**src/rtl/dm_access_ctrl_if.sv**
```systemverilog
// CPU-side request/response channel of the data-memory access controller.
// The master drives requests; the slave (controller) accepts and completes them.
interface dm_access_ctrl_if #(
   parameter int unsigned data_size    = 32,
   parameter int unsigned address_size = 15
);
   logic                    req_valid;
   logic                    req_ready;
   logic                    req_write;
   logic [1:0]              req_size;
   logic                    req_unsigned;
   logic [address_size+1:0] req_addr;
   logic [data_size-1:0]    req_wdata;
   logic                    resp_valid;
   logic                    resp_err;
   logic [data_size-1:0]    resp_rdata;

   modport master (
      output req_valid, req_write, req_size, req_unsigned, req_addr, req_wdata,
      input  req_ready, resp_valid, resp_err, resp_rdata
   );

   modport slave (
      input  req_valid, req_write, req_size, req_unsigned, req_addr, req_wdata,
      output req_ready, resp_valid, resp_err, resp_rdata
   );
endinterface

```
**src/rtl/dm_access_ctrl.sv**
```systemverilog
// Data-memory access controller: turns byte/halfword/word loads and stores into
// word-wide DM commands, using read-modify-write for sub-word stores.
module dm_access_ctrl #(
   parameter int unsigned data_size    = 32,
   parameter int unsigned address_size = 15
) (
   input  logic                    clk,
   input  logic                    rst,
   dm_access_ctrl_if.slave         bus,
   output logic                    DM_enable,
   output logic                    DM_read,
   output logic                    DM_write,
   output logic [address_size-1:0] DM_address,
   output logic [data_size-1:0]    DM_in,
   input  logic [data_size-1:0]    DM_out
);

   typedef enum logic [2:0] {IDLE, RD, CAP, WR, RESP} state_t;

   state_t               state;
   logic                 wr_l;
   logic [1:0]           size_l;
   logic                 uns_l;
   logic [1:0]           lane_l;
   logic [data_size-1:0] wdata_l;
   logic [data_size-1:0] word_q;
   logic                 req_err;

   function automatic logic [data_size-1:0] extract(input logic [data_size-1:0] w,
                                                    input logic [1:0] sz, input logic uns,
                                                    input logic [1:0] a);
      logic [data_size-1:0] sh;
      logic [data_size-1:0] r;
      r = w;
      if (sz == 2'b00) begin
         sh = w >> {a, 3'b000};
         r  = uns ? {{(data_size-8){1'b0}}, sh[7:0]} : {{(data_size-8){sh[7]}}, sh[7:0]};
      end else if (sz == 2'b01) begin
         sh = w >> {a[1], 4'b0000};
         r  = uns ? {{(data_size-16){1'b0}}, sh[15:0]} : {{(data_size-16){sh[15]}}, sh[15:0]};
      end
      return r;
   endfunction

   // Word stores ignore the captured word and pass the store data through.
   function automatic logic [data_size-1:0] merge(input logic [data_size-1:0] w,
                                                  input logic [1:0] sz, input logic [1:0] a,
                                                  input logic [data_size-1:0] d);
      logic [data_size-1:0] mask;
      logic [data_size-1:0] lane;
      logic [data_size-1:0] r;
      r = d;
      if (sz == 2'b00) begin
         mask = {{(data_size-8){1'b0}}, 8'hff} << {a, 3'b000};
         lane = {{(data_size-8){1'b0}}, d[7:0]} << {a, 3'b000};
         r    = (w & ~mask) | lane;
      end else if (sz == 2'b01) begin
         mask = {{(data_size-16){1'b0}}, 16'hffff} << {a[1], 4'b0000};
         lane = {{(data_size-16){1'b0}}, d[15:0]} << {a[1], 4'b0000};
         r    = (w & ~mask) | lane;
      end
      return r;
   endfunction

   assign req_err = (bus.req_size == 2'b11) ||
                    ((bus.req_size == 2'b01) && bus.req_addr[0]) ||
                    ((bus.req_size == 2'b10) && (bus.req_addr[1:0] != 2'b00));

   assign bus.req_ready = (state == IDLE) && !rst;
   assign DM_in = ((state == WR) && !rst) ? merge(word_q, size_l, lane_l, wdata_l) : '0;

   always_ff @(posedge clk) begin
      if (rst) begin
         state          <= IDLE;
         wr_l           <= 1'b0;
         size_l         <= 2'b00;
         uns_l          <= 1'b0;
         lane_l         <= 2'b00;
         wdata_l        <= '0;
         word_q         <= '0;
         DM_enable      <= 1'b0;
         DM_read        <= 1'b0;
         DM_write       <= 1'b0;
         DM_address     <= '0;
         bus.resp_valid <= 1'b0;
         bus.resp_err   <= 1'b0;
         bus.resp_rdata <= '0;
      end else begin
         // DM commands and the completion pulse last exactly one cycle.
         DM_enable      <= 1'b0;
         DM_read        <= 1'b0;
         DM_write       <= 1'b0;
         bus.resp_valid <= 1'b0;
         unique case (state)
            IDLE: begin
               if (bus.req_valid) begin
                  wr_l       <= bus.req_write;
                  size_l     <= bus.req_size;
                  uns_l      <= bus.req_unsigned;
                  lane_l     <= bus.req_addr[1:0];
                  wdata_l    <= bus.req_wdata;
                  DM_address <= bus.req_addr[address_size+1:2];
                  if (req_err) begin
                     state          <= RESP;
                     bus.resp_valid <= 1'b1;
                     bus.resp_err   <= 1'b1;
                     bus.resp_rdata <= '0;
                  end else if (bus.req_write && (bus.req_size == 2'b10)) begin
                     state     <= WR;
                     DM_enable <= 1'b1;
                     DM_write  <= 1'b1;
                  end else begin
                     state     <= RD;
                     DM_enable <= 1'b1;
                     DM_read   <= 1'b1;
                  end
               end
            end
            RD: state <= CAP;
            CAP: begin
               word_q <= DM_out;
               if (wr_l) begin
                  state     <= WR;
                  DM_enable <= 1'b1;
                  DM_write  <= 1'b1;
               end else begin
                  state          <= RESP;
                  bus.resp_valid <= 1'b1;
                  bus.resp_err   <= 1'b0;
                  bus.resp_rdata <= extract(DM_out, size_l, uns_l, lane_l);
               end
            end
            WR: begin
               state          <= RESP;
               bus.resp_valid <= 1'b1;
               bus.resp_err   <= 1'b0;
               bus.resp_rdata <= '0;
            end
            RESP:    state <= IDLE;
            default: state <= IDLE;
         endcase
      end
   end

endmodule

```
**src/flat_wrapper.sv**
```systemverilog
// flat-port wrapper written by rule: the top's interface ports become plain ports
module dm_access_ctrl_flat 
#(
   parameter int unsigned data_size    = 32,
   parameter int unsigned address_size = 15
)
  (clk, rst, DM_enable, DM_read, DM_write, DM_address, DM_in, DM_out, bus_req_valid, bus_req_write, bus_req_size, bus_req_unsigned, bus_req_addr, bus_req_wdata, bus_req_ready, bus_resp_valid, bus_resp_err, bus_resp_rdata);
  dm_access_ctrl_if #(.data_size(data_size), .address_size(address_size)) bus_i ();
  input  logic clk;
  input  logic rst;
  output logic DM_enable;
  output logic DM_read;
  output logic DM_write;
  output logic [address_size-1:0] DM_address;
  output logic [data_size-1:0] DM_in;
  input  logic [data_size-1:0] DM_out;
  input wire logic [$bits(bus_i.req_valid)-1:0] bus_req_valid;
  input wire logic [$bits(bus_i.req_write)-1:0] bus_req_write;
  input wire logic [$bits(bus_i.req_size)-1:0] bus_req_size;
  input wire logic [$bits(bus_i.req_unsigned)-1:0] bus_req_unsigned;
  input wire logic [$bits(bus_i.req_addr)-1:0] bus_req_addr;
  input wire logic [$bits(bus_i.req_wdata)-1:0] bus_req_wdata;
  output wire logic [$bits(bus_i.req_ready)-1:0] bus_req_ready;
  output wire logic [$bits(bus_i.resp_valid)-1:0] bus_resp_valid;
  output wire logic [$bits(bus_i.resp_err)-1:0] bus_resp_err;
  output wire logic [$bits(bus_i.resp_rdata)-1:0] bus_resp_rdata;
  assign bus_i.req_valid = bus_req_valid;
  assign bus_i.req_write = bus_req_write;
  assign bus_i.req_size = bus_req_size;
  assign bus_i.req_unsigned = bus_req_unsigned;
  assign bus_i.req_addr = bus_req_addr;
  assign bus_i.req_wdata = bus_req_wdata;
  assign bus_req_ready = bus_i.req_ready;
  assign bus_resp_valid = bus_i.resp_valid;
  assign bus_resp_err = bus_i.resp_err;
  assign bus_resp_rdata = bus_i.resp_rdata;
  dm_access_ctrl #(.data_size(data_size), .address_size(address_size)) u_core (.clk(clk), .rst(rst), .bus(bus_i), .DM_enable(DM_enable), .DM_read(DM_read), .DM_write(DM_write), .DM_address(DM_address), .DM_in(DM_in), .DM_out(DM_out));
endmodule
```
**config.mk**
```make
export PLATFORM = sky130hd
export DESIGN_NAME = dm_access_ctrl_flat
export DESIGN_NICKNAME = d
export VERILOG_FILES = /design/src/rtl/dm_access_ctrl_if.sv /design/src/rtl/dm_access_ctrl.sv /design/src/flat_wrapper.sv
export SDC_FILE = /design/constraint.sdc
export NUM_CORES = 1
export LEC_CHECK = 0
export ABC_AREA = 1
export BUFFER_PORTS_ARGS = -buffer_cell sky130_fd_sc_hd__buf_2
export CAP_MARGIN = 40
export CORE_MARGIN = 4
export CORE_UTILIZATION = 50
export CTS_CLUSTER_DIAMETER = 30
export DETAILED_ROUTE_END_ITERATION = 16
export GPL_TIMING_DRIVEN = 1
export PLACE_DENSITY_LB_ADDON = 0.08
export SETUP_SLACK_MARGIN = 0.02
export SYNTH_ARGS = -nofsm -noshare
export SYNTH_HDL_FRONTEND = slang
export SYNTH_SLANG_ARGS = --single-unit
```
**constraint.sdc**
```tcl
create_clock -name clk -period 1.9 [get_ports clk]
set_input_delay 0.38 -clock clk [delete_from_list [all_inputs] [get_ports clk]]
set_output_delay 0.38 -clock clk [all_outputs]
set_load 0.05 [all_outputs]
```
Word-level counts from Yosys, hierarchy flattened
Index checks and enable logic that the tools add are counted.
Storage, ports and cells
  logic and storage cells: 86
  output and inout bits: 85
  bits in registers: 125
Cells by class
  shift-type cells: 6
  multiplexer cells: 33
  reductions and logical operators: 15
  bitwise gates (word level): 8
  eq/ne operators: 10
Operators with widths (count)
  32-bit two-way mux: 10
  32-bit one-hot mux with 3 select lines: 1
  32-bit AND: 2
  32-bit NOT: 2
  32-bit OR: 2
  16-bit by 5-bit left shift with 32-bit output: 1
  16-bit by 5-bit left shift with 32-bit output (first input constant): 1
  8-bit by 5-bit left shift with 32-bit output: 1
  8-bit by 5-bit left shift with 32-bit output (first input constant): 1
  32-bit by 5-bit right shift with 16-bit output: 1
  32-bit by 5-bit right shift with 8-bit output: 1
  1-bit two-way mux: 13
  3-bit one-hot mux with 4 select lines: 1
  3-bit two-way mux: 3
  3-bit by 2-bit == test with 1-bit output (second input constant): 2
  1-bit one-hot mux with 3 select lines: 2
  1-bit logical AND: 5
  2-bit by 1-bit == test with 1-bit output (second input constant): 2
  2-bit == test (second input constant): 2
  2-bit inequality test (second input constant): 2
  1-bit one-hot mux with 2 select lines: 2
  4-bit AND reduction: 1
  4-bit OR reduction: 1
  3-bit by 1-bit == test with 1-bit output (second input constant): 1
  other kinds (10): 12

Logic depth before layout (Yosys ltp)
Gate-level depths: netlist of run 1.
  depth after elaboration: 7
  gate-level depth with buffers: 11
  gate-level depth less buffers: 9

Worst setup path before layout of run 1
Ideal clock, no wire load.
  path kind: register to output
  start: register u_core.size_l[1]
  end: output DM_in[20]
  setup slack: -0.643 ns
  data required time: 1.520 ns
  arrival: 2.163 ns
  stages on the path, launching flop included: 6
  path buffers: 1
  path through: dfxtp_1 > nor2_2 > nand2_1 > buf_2 > a21oi_1 > a211oi_1
On the way
  word-level cells in the longest chain between the ends: 4
  elaborated cells between the ends (all ways): 5
  those cells by class: eq/ne (1); mux (3); reduce/logical (1)
RTL lines
  start: declaration: line dm_access_ctrl.sv:22  | logic [1:0] size_l;
  start signal: assignment: line dm_access_ctrl.sv:98  | size_l <= bus.req_size;
  2-bit by 1-bit == test with 1-bit output: line dm_access_ctrl.sv:57  | end else if (sz == 2'b01) begin
  32-bit two-way mux: line dm_access_ctrl.sv:57
  32-bit two-way mux (*): line dm_access_ctrl.sv:53  | if (sz == 2'b00) begin
  32-bit two-way mux (*): line dm_access_ctrl.sv:70  | assign DM_in = ((state == WR) && !rst) ? merge(word_q, size_l, lane_l, wdata_l) : '0;
  end: declaration: line flat_wrapper.sv:15  | output logic [data_size-1:0] DM_in;
Every way passes the cells marked *; elsewhere a longest branch is shown, timed or not.

Worst setup path after layout of run 1
  start: register u_core.size_l[0]
  end: output DM_in[22]
The elaborated chain is that of the path after synthesis.

==> results.yml, run 1 <==
status:
  outcome: "finished, violations left"
  violations: "setup timing"
cells_and_area:
  final_layout_size_suffix_gt1_share_pct: 31.9
  nNetsFinal: 1199
  ff_latch_area_um2: 2510
  instances_no_fill: 1292
  fill_cells: 979
  fin_util_pct: 74.1
  syn_to_final_growth_pct: 44.7
  multi_input_area_um2: 3590
  insertedDiodeCount: 0
floorplanning:
  dieArea_um2: 14200
  dieHeight_um: 119
  ios: 173
  num_rows: 40
  fp.coreArea_um2: 12100
  die_w_um: 119
  initial_core_util_pct: 51.2
clock_tree:
  clkTransAtPathRegs_ns: 0.06
  root_buffer: "clkbuf_16"
  clk_path_buf_depth: 2
  cts.sink_count: 125
  cts_tree: "yes"
  cts.htree.levels: 4
  cts_made_buffers: 17
  clkLatencyLatePin_ns: 0.43
placement:
  hpwl_mm: 15.2
  gp_congestion: 0.977
  dp.cells: 1245
  port_buffers: 172
setup_path:
  crit_arrival_ns: 1.97
  cp_max_fo: 7
  crit_path_start: "u_core.size_l[0]$_SDFFE_PP0P_"
  path_class: "register to output port"
  regToRegSetupSlack_ns: 0.18
  cp-end-kind: "output port"
  cp-start-kind: "register"
  endpoint: "DM_in[22]"
  reg2reg_to: "u_core.wdata_l[0]$_SDFFE_PP0P_"
  r2r_start: "u_core.state[0]$_SDFFE_PP0P_"
  cp.required_ns: 1.52
  reg2regPathDepth: 6
yosys:
  yosys-top-cells-count: "a21oi_1, nand2_1, dfxtp_1, o21ai_0, nand3_1"
  synth_top_family_by_area: "compound AO/OA/AOI/OAI gates"
  synth-seq-area-share_pct: 40.5
  synth-seq-cells: 125
  synth.distinct_cells: 32
  synth_compound_area_share_pct: 27.4
  synth_ff_type: "dfxtp_1"
  yosysWarnings: 0
  syn_inst: 921
  synth_edf_count: 0
  syn-num-nets: 1009
  synth.largest_area_cell: "dfxtp_1"
  synth-adder-area-share_pct: 0
  avgSynthCellArea_um2: 6.71
  muxShareOfSynthArea_pct: 0
  yosys.area.top_type_share_pct: 40.5
  synthArstFlopShare_pct: 0
  yosys.area_share.simple_pct: 22.7
  synthTopCellsByArea: "dfxtp_1, a21oi_1, nand2_1"
  synthXorXnorAreaFrac_pct: 0
  yosysMostFrequentCell: "a21oi_1"
  syn-cell-area_um2: 6180
route:
  drc: 0
  drtIter0Drc: 751
  drt-total-wl_mm: 22.6
  drtPass1Iterations: 5
  wl_per_cell_um: 17.5
  vias: 7242
  via_per_inst: 5.61
  detail-route-antenna-nets: 0
timing:
  max_freq_ghz: 0.425
  fin_setup_tns_ns: -12.01
  holdWs_ns: 0.212
  skew_ns: 0.00800
  tightestPinTransition_ns: 0.526
  slew_headroom_pct: 64.9
  slew_violations: 0
  fin_ws_ns: -0.454
  rsz0062_at_grt: "true"
  post-route-min-period_ns: 2.35
  fin_crit_sh_pct: 124
  setup_viol: 32
  hold_viol: 0
pwr:
  power_density_nw_per_um2: 954
  ir_worst_vdd_mv: 0.651
  p_leak_nw: 3.74
  p_total_mw: 8.53
global_routing:
  grt_use_total_pct: 30.2
  grt_pass1_vias: 6485
  grt_max_degree: 58
  grt-ovfl-total: 0
  grt_pass1_wl_mm: 34.0
  grt_antenna_before_repair: 0
worst_hold_path:
  hold_path.class: "primary input to register"
flow_run:
  drv_cap: 0
worst min-delay path by stage:
| stage | startpoint | to | slack (ns) | depth (start not counted) |
|---|---|---|---|---|
| global placement | u_core.DM_address[2]$_SDFFE_PP0P_ | u_core.DM_address[2]$_SDFFE_PP0P_ | 0.45 | 2 |
| finish | bus_req_wdata[18] | u_core.wdata_l[18]$_SDFFE_PP0P_ | 0.21 | 3 |
| global route | bus_req_addr[8] | u_core.DM_address[6]$_SDFFE_PP0P_ | 0.23 | 3 |
| detailed placement | u_core.DM_address[9]$_SDFFE_PP0P_ | u_core.DM_address[9]$_SDFFE_PP0P_ | 0.45 | 2 |
| CTS | bus_req_addr[7] | u_core.DM_address[5]$_SDFFE_PP0P_ | 0.21 | 3 |
| floorplan | u_core.wdata_l[24]$_SDFFE_PP0P_ | u_core.wdata_l[24]$_SDFFE_PP0P_ | 0.43 | 2 |
cells in the final DEF (no fill, tap or decap), drive strengths merged:
cell type and n:
nor4 1, bufbuf 1, buf 240, nand3 68
dfxtp 125, nor2 68, a21boi 1, clkinv 2
clkinvlp 7, nand4 1, o211a 1, o211ai 1
a31oi 2, nor3 6, nand3b 1, a211oi 7
o221ai 7, nand2 187, inv 73, a21oi 185
bufinv 1, o21ai 121, clkbuf 18
repair_timing:
action / 4_1_cts / 5_1_grt
gates resized for setup: 101 / 66
pin swaps: 18 / 15
endpoints found under the setup margin: 33 / 33
cloned: 3 / 0
setup buffers: 5 / 9
hold buffers: 0 / 0
power by group:
part / internal (mW) / switching [mW] / total (mW) / leakage, nW
logic: 0.853 / 1.57 / 2.42 / 2.46
registers: 2.81 / 0.140 / 2.95 / 1.02
clock network: 1.82 / 1.34 / 3.16 / 0.258
critical path, stage by stage (launching register included):
cell      delay [ns]
dfxtp_2         0.32
buf_6           0.11
nor2_4          0.15
clkinv_4        0.12
buf_12          0.16
o21ai_4         0.15
buf_12          0.16
nand2_2         0.05
o211a_1         0.15
buf_6           0.16
area by class of cell:
cell class                 instances  share of cell area (%)
multi-input combinational        657                    40.2
clock buffer                      18                    4.80
timing repair buffer             241                    20.1
sequential                       125                    28.1
tap                              168                    2.35
inverter                          69                    2.99
clock inverter                    14                    1.51
registers in the layout, indices dropped and copies added (netlist names), 2 cells and up:
name,flops
u_core.word_q,32
u_core.bus.resp_rdata,32
u_core.size_l,2
u_core.lane_l,2
u_core.DM_address,15
u_core.wdata_l,32
u_core.state,3
cell families after synthesis:
logic type | after synthesis
simple gates | 332
compound gates | 325
buf+inv | 139
flops | 125
per-stage QoR:
stage	instance area [um2]	worst slack, ns
floorplan	6390	-0.334
global placement	7670	0.0114
detailed placement	7670	-0.00277
CTS	8640	-0.371
global route	8940	-0.505
finish	8940	-0.454
per-layer routing:
| metal | track usage [%] | up-vias | part of all wire, % |
|---|---|---|---|
| met5 | 0 | - | 0 |
| met4 | 10.9 | 0 | 2.8 |
| met3 | 7.64 | 52 | 8.2 |
| met2 | 45.5 | 342 | 46 |
| met1 | 41.7 | 3383 | 43 |
| li1 | - | 3465 | - |
Power figures use the tool's default switching activity.
==> run 2: changes to the inputs <==
- MAX_ROUTING_LAYER: not set -> met4
==> run 2 against run 1 <==
Against the previous run: the run still ends with setup timing left; sequential power about the same; largest power group unchanged; die area is the same; non-clock buffer count down 2; clock power about the same; via count shrank 1.3%; sequential share of layout area rose by 0.16 points.
==> results.yml, run 2 (same netlist as run 1, synthesis figures left out) <==
timing:
  setup_viol: 32
  slew_violations: 0
  post-route-min-period_ns: 2.31
  max_freq_ghz: 0.432
  hold_viol: 0
  rsz0062_at_grt: "true"
  fin_ws_ns: -0.413
  fin_crit_sh_pct: 122
  skew_ns: 0.00733
  slew_headroom_pct: 64.1
  tightestPinTransition_ns: 0.539
floorplanning:
  num_rows: 40
  dieArea_um2: 14200
  fp.coreArea_um2: 12100
  ios: 173
  die_w_um: 119
  initial_core_util_pct: 51.2
  dieHeight_um: 119
status:
  violations: "setup timing"
  outcome: "finished, violations left"
cells_and_area:
  final_common_cell: "nand2_1"
  nNetsFinal: 1198
  insertedDiodeCount: 0
  most-common-layout-cells: "nand2_1, a21oi_1, buf_2"
  instances_no_fill: 1291
  final_area_um2: 8890
  final_layout_size_suffix_gt1_share_pct: 32.1
  largest_registers: "u_core.bus.resp_rdata: 32 flops, u_core.wdata_l: 32 flops, u_core.word_q: 32 flops"
  syn_to_final_growth_pct: 43.9
global_routing:
  grt-ovfl-total: 0
  grt_pass1_vias: 6772
  grt_pass1_wl_mm: 34.7
  grt_max_degree: 50
  grt_use_total_pct: 31.3
  grt_antenna_before_repair: 0
setup_path:
  cp-start-kind: "register"
  slowest_stage: "dfxtp_2"
  crit_top_cell: "buf_6"
  worst_path_largest_cell_delay_ns: 0.33
  path_cells: "buf_6, nor2_4, inv_4, buf_12, o21ai_4, buf_4, buf_6, a211oi_4, buf_6"
  path_class: "register to output port"
  cp.required_ns: 1.52
  crit_arrival_ns: 1.93
  cp_max_fo: 12
  cp-end-kind: "output port"
worst_hold_path:
  hold_path.class: "primary input to register"
clock_tree:
  cts.sink_count: 125
  cts.hold.buffers_added: 0
  clk_path_buf_depth: 2
  cts_tree: "yes"
  cts_made_buffers: 17
  root_buffer: "clkbuf_16"
  clkTransAtPathRegs_ns: 0.06
  clkLatencyLatePin_ns: 0.42
  cts.htree.levels: 4
placement:
  port_buffers: 172
  hpwl_mm: 15.4
  dp.cells: 1246
  gp_congestion: 0.935
  dpl_cell_area_um2: 7670
pwr:
  clockPowerShare_pct: 37.5
  sequentialPowerShare_pct: 34.7
  p_leak_nw: 3.71
  power_density_nw_per_um2: 956
  p_sw_mw: 2.91
  swShare_pct: 34.2
  ir_worst_vdd_mv: 0.683
  pwr-share-comb_pct: 27.8
  internal_power_mw: 5.59
route:
  vias: 7150
  drt-total-wl_mm: 21.9
  drtIter0Drc: 851
  via_per_inst: 5.54
  drc: 0
  detail-route-antenna-nets: 0
  drtPass1Iterations: 8
  wl_per_cell_um: 17.0
flow_run:
  drv_cap: 0
## run 2: cell types whose count changed in the layout (fill, tap and decap cells not counted), moves of 3 or more
cell      before  now
a21oi_1      153  149
a21oi_2       18   22
a211oi_2       1    4
a211oi_4       6    3
buf_6         39   36
clkinv_4       1    4
inv_6          5    2
nor2_2         4    7
o21ai_0       89   92
## run 2: critical path: cells and delay by family, from the launching register on
family | cells | cell delay, ns
flops | 1 | 0.33
simple gates | 1 | 0.04
buf+inv | 6 | 0.84
compound gates | 2 | 0.29
## run 2: final cells by class
type	instances	area [um2]
multi-input cells	657	3560
clock inverters	12	140
flip-flops and latches	125	2510
well taps	168	210
fillers	955	3170
inverters	69	265
repair inverters	1	7.51
repair buffers	239	1770
clock buffers	20	437
## run 2: through the flow
step           utilization (%)  hold slack (ns)  worst slack (ns)  TNS [ns]  power, mW
2_1_floorplan                -            0.430            -0.334     -4.27       4.34
3_3_place_gp              63.6            0.444           -0.0239   -0.0552       5.04
3_5_place_dp              63.6            0.451           -0.0536    -0.111       5.04
4_1_cts                   72.4            0.214            -0.391     -9.48       8.41
5_1_grt                   73.7            0.223            -0.483    -13.72       8.88
6_report                  73.7            0.220            -0.413    -10.66       8.50
## run 2: worst paths after layout
kind,to,cells after the start,slack [ns],start
setup / recovery,DM_in[21],9,-0.41,u_core.size_l[0]$_SDFFE_PP0P_
hold / removal,u_core.DM_address[5]$_SDFFE_PP0P_,3,0.22,bus_req_addr[7]
setup reg to reg,u_core.wdata_l[0]$_SDFFE_PP0P_,7,0.17,u_core.state[2]$_SDFFE_PP0P_
hold reg to reg,u_core.wdata_l[21]$_SDFFE_PP0P_,2,0.46,u_core.wdata_l[21]$_SDFFE_PP0P_
## run 2: power groups by stage
stage | clock, mW | sequential [mW] | combinational, mW
after floorplan | 0 | 3.14 | 1.20
after global placement | 0 | 2.98 | 2.06
after detailed placement | 0 | 2.98 | 2.06
after CTS | 3.20 | 2.94 | 2.26
after global routing | 3.35 | 2.97 | 2.56
final | 3.19 | 2.95 | 2.36
## run 2: per-layer routing
metal	global-route usage (%)	routed length, um
met1	41.6	9650
met2	47.1	10000
met3	7.60	1740
met4	10.4	490
met5	-	0
## run 2: repair_timing
item                                   in CTS  in global routing
pin swaps                                  10                  6
setup endpoints to repair                  32                 33
resized for setup                         129                 29
setup buffers                               9                  1
endpoints found under the hold margin       0                  0
cloned                                      3                  1
==> run 3: changes to the inputs <==
- CELL_PAD_IN_SITES_DETAIL_PLACEMENT: not set -> 0
- CELL_PAD_IN_SITES_GLOBAL_PLACEMENT: not set -> 2
- CORE_UTILIZATION: 50 -> 28
- MAX_ROUTING_LAYER: met4 -> not set
==> run 3 against run 2 <==
Against the previous run: the flow still finishes with violations (setup timing); global-route usage down 11 points; core utilization decreased by 30 points; sequential cell count unchanged; die area is 73% higher; largest cell class unchanged; highest routed layer is now met5.
==> results.yml, run 3 (same netlist as run 1, synthesis figures left out) <==
cells_and_area:
  fill_cells: 2312
  final_common_cell: "nand2_1"
  final_area_um2: 9530
  most-common-layout-cells: "nand2_1, buf_2, a21oi_1"
  nNetsFinal: 1210
  fin_util_pct: 43.8
  syn_to_final_growth_pct: 54.2
  final_layout_size_suffix_gt1_share_pct: 34.8
  insertedDiodeCount: 0
  largest_registers: "u_core.bus.resp_rdata: 32 flops, u_core.wdata_l: 32 flops, u_core.word_q: 32 flops"
flow_run:
  drv_cap: 0
timing:
  max_freq_ghz: 0.436
  tightestPinTransition_ns: 0.719
  setup_viol: 32
  hold_viol: 0
  fin_crit_sh_pct: 121
  fin_ws_ns: -0.393
  slew_headroom_pct: 52.1
  holdWs_ns: 0.222
  skew_ns: 0.00653
  slew_violations: 0
  post-route-min-period_ns: 2.29
  rsz0062_at_grt: "true"
setup_path:
  crit_arrival_ns: 1.91
  cp-end-kind: "output port"
  path_class: "register to output port"
  cp-start-kind: "register"
  cp.required_ns: 1.52
  cp_max_fo: 7
floorplanning:
  initial_core_util_pct: 28.4
  ios: 173
  fp.coreArea_um2: 21800
  dieArea_um2: 24500
  num_rows: 54
  die_w_um: 157
  dieHeight_um: 157
global_routing:
  grt_use_total_pct: 20.8
  grt-ovfl-total: 0
  grt_max_degree: 64
  grt_pass1_wl_mm: 39.4
  grt_pass1_vias: 6864
  grt_antenna_before_repair: 2
pwr:
  sequentialPowerShare_pct: 33.0
  p_sw_mw: 3.16
  p_leak_nw: 3.90
  internal_power_mw: 5.76
  power_density_nw_per_um2: 936
  ir_worst_vdd_mv: 0.593
  pwr-share-comb_pct: 29.9
  swShare_pct: 35.4
  clockPowerShare_pct: 37.1
clock_tree:
  cts_made_buffers: 17
  root_buffer: "clkbuf_16"
  cts.hold.buffers_added: 0
  clkTransAtPathRegs_ns: 0.07
  cts_tree: "yes"
  clk_path_buf_depth: 2
  clkLatencyLatePin_ns: 0.42
  cts.htree.levels: 4
  cts.sink_count: 125
placement:
  gp_congestion: 0.806
  port_buffers: 172
  hpwl_mm: 18.5
  place_worst_setup_slack_ns: -0.0753
  dpl_cell_area_um2: 7980
worst_hold_path:
  hold_path.class: "primary input to register"
route:
  drt-total-wl_mm: 26.0
  detail-route-antenna-nets: 0
  drtPass1Iterations: 4
  drc: 0
  vias: 6860
  wl_per_cell_um: 18.4
  drtIter0Drc: 382
  via_per_inst: 4.85
status:
  outcome: "finished, violations left"
  violations: "setup timing"
[run 3: cell types whose count changed in the layout (fill, tap and decap cells not counted), moves of 5 or more]
cell / change
buf_4: +8
o21ai_2: +6
buf_12: +7
buf_6: -5
o221ai_4: +5
a21oi_4: +7
a21oi_1: -11
o21ai_0: -7
o221ai_2: -5
[run 3: final cells by class]
| type | instances | area, um2 | area share (%) |
|---|---|---|---|
| clock buffers | 18 | 439 | 4.61 |
| well taps | 280 | 350 | 3.68 |
| clock inverters | 14 | 159 | 1.67 |
| flip-flops and latches | 125 | 2510 | 26.3 |
| inverters | 69 | 265 | 2.78 |
| repair buffers | 252 | 1990 | 20.9 |
| multi-input cells | 657 | 3820 | 40.0 |
[run 3: worst max-delay path, stage by stage (launching register included)]
cell,delay [ns]
dfxtp_2,0.32
inv_2,0.07
nor2_4,0.04
nand2_4,0.14
buf_12,0.15
buf_6,0.10
o21ai_4,0.06
buf_12,0.15
a211oi_4,0.26
buf_6,0.19
[run 3: timing repair]
item                                    CTS  global route
setup buffers                             3             5
pin swaps                                17            26
endpoints found under the setup margin   33            33
resized for setup                       128            76
gates cloned                              3             3
[run 3: through the flow]
stage,power (mW),TNS [ns],cells
floorplan,4.34,-4.27,921
global placement,5.24,-0.976,1369
detailed placement,5.22,-0.916,1369
CTS,8.73,-11.35,1407
global route,9.36,-13.56,1415
finish,8.92,-10.83,1415
[run 3: path summary, 6_finish.rpt]
check,slack (ns),to,start,cells after the start
max,-0.39,DM_in[19],u_core.size_l[0]$_SDFFE_PP0P_,9
min,0.22,u_core.DM_address[2]$_SDFFE_PP0P_,bus_req_addr[4],3
max reg2reg,0.19,u_core.wdata_l[5]$_SDFFE_PP0P_,u_core.state[0]$_SDFFE_PP0P_,6
min reg2reg,0.46,u_core.wdata_l[17]$_SDFFE_PP0P_,u_core.wdata_l[17]$_SDFFE_PP0P_,2
[run 3: routing by layer]
| metal | global-route usage [%] | vias to the layer above | routed length (um) |
|---|---|---|---|
| met4 | 4.42 | 4 | 281 |
| met1 | 28.3 | 3179 | 12300 |
| li1 | - | 3496 | - |
| met5 | 0 | - | 20 |
| met3 | 4.87 | 23 | 1230 |
| met2 | 33.7 | 158 | 12200 |
[run 3: power by group through the flow]
| stage | sequential, mW | clock [mW] | combinational (mW) |
|---|---|---|---|
| 2_1_floorplan | 3.14 | 0 | 1.20 |
| 3_3_place_gp | 2.97 | 0 | 2.26 |
| 3_5_place_dp | 2.97 | 0 | 2.25 |
| 4_1_cts | 2.93 | 3.39 | 2.40 |
| 5_1_grt | 2.96 | 3.50 | 2.90 |
| 6_report | 2.95 | 3.31 | 2.67 |
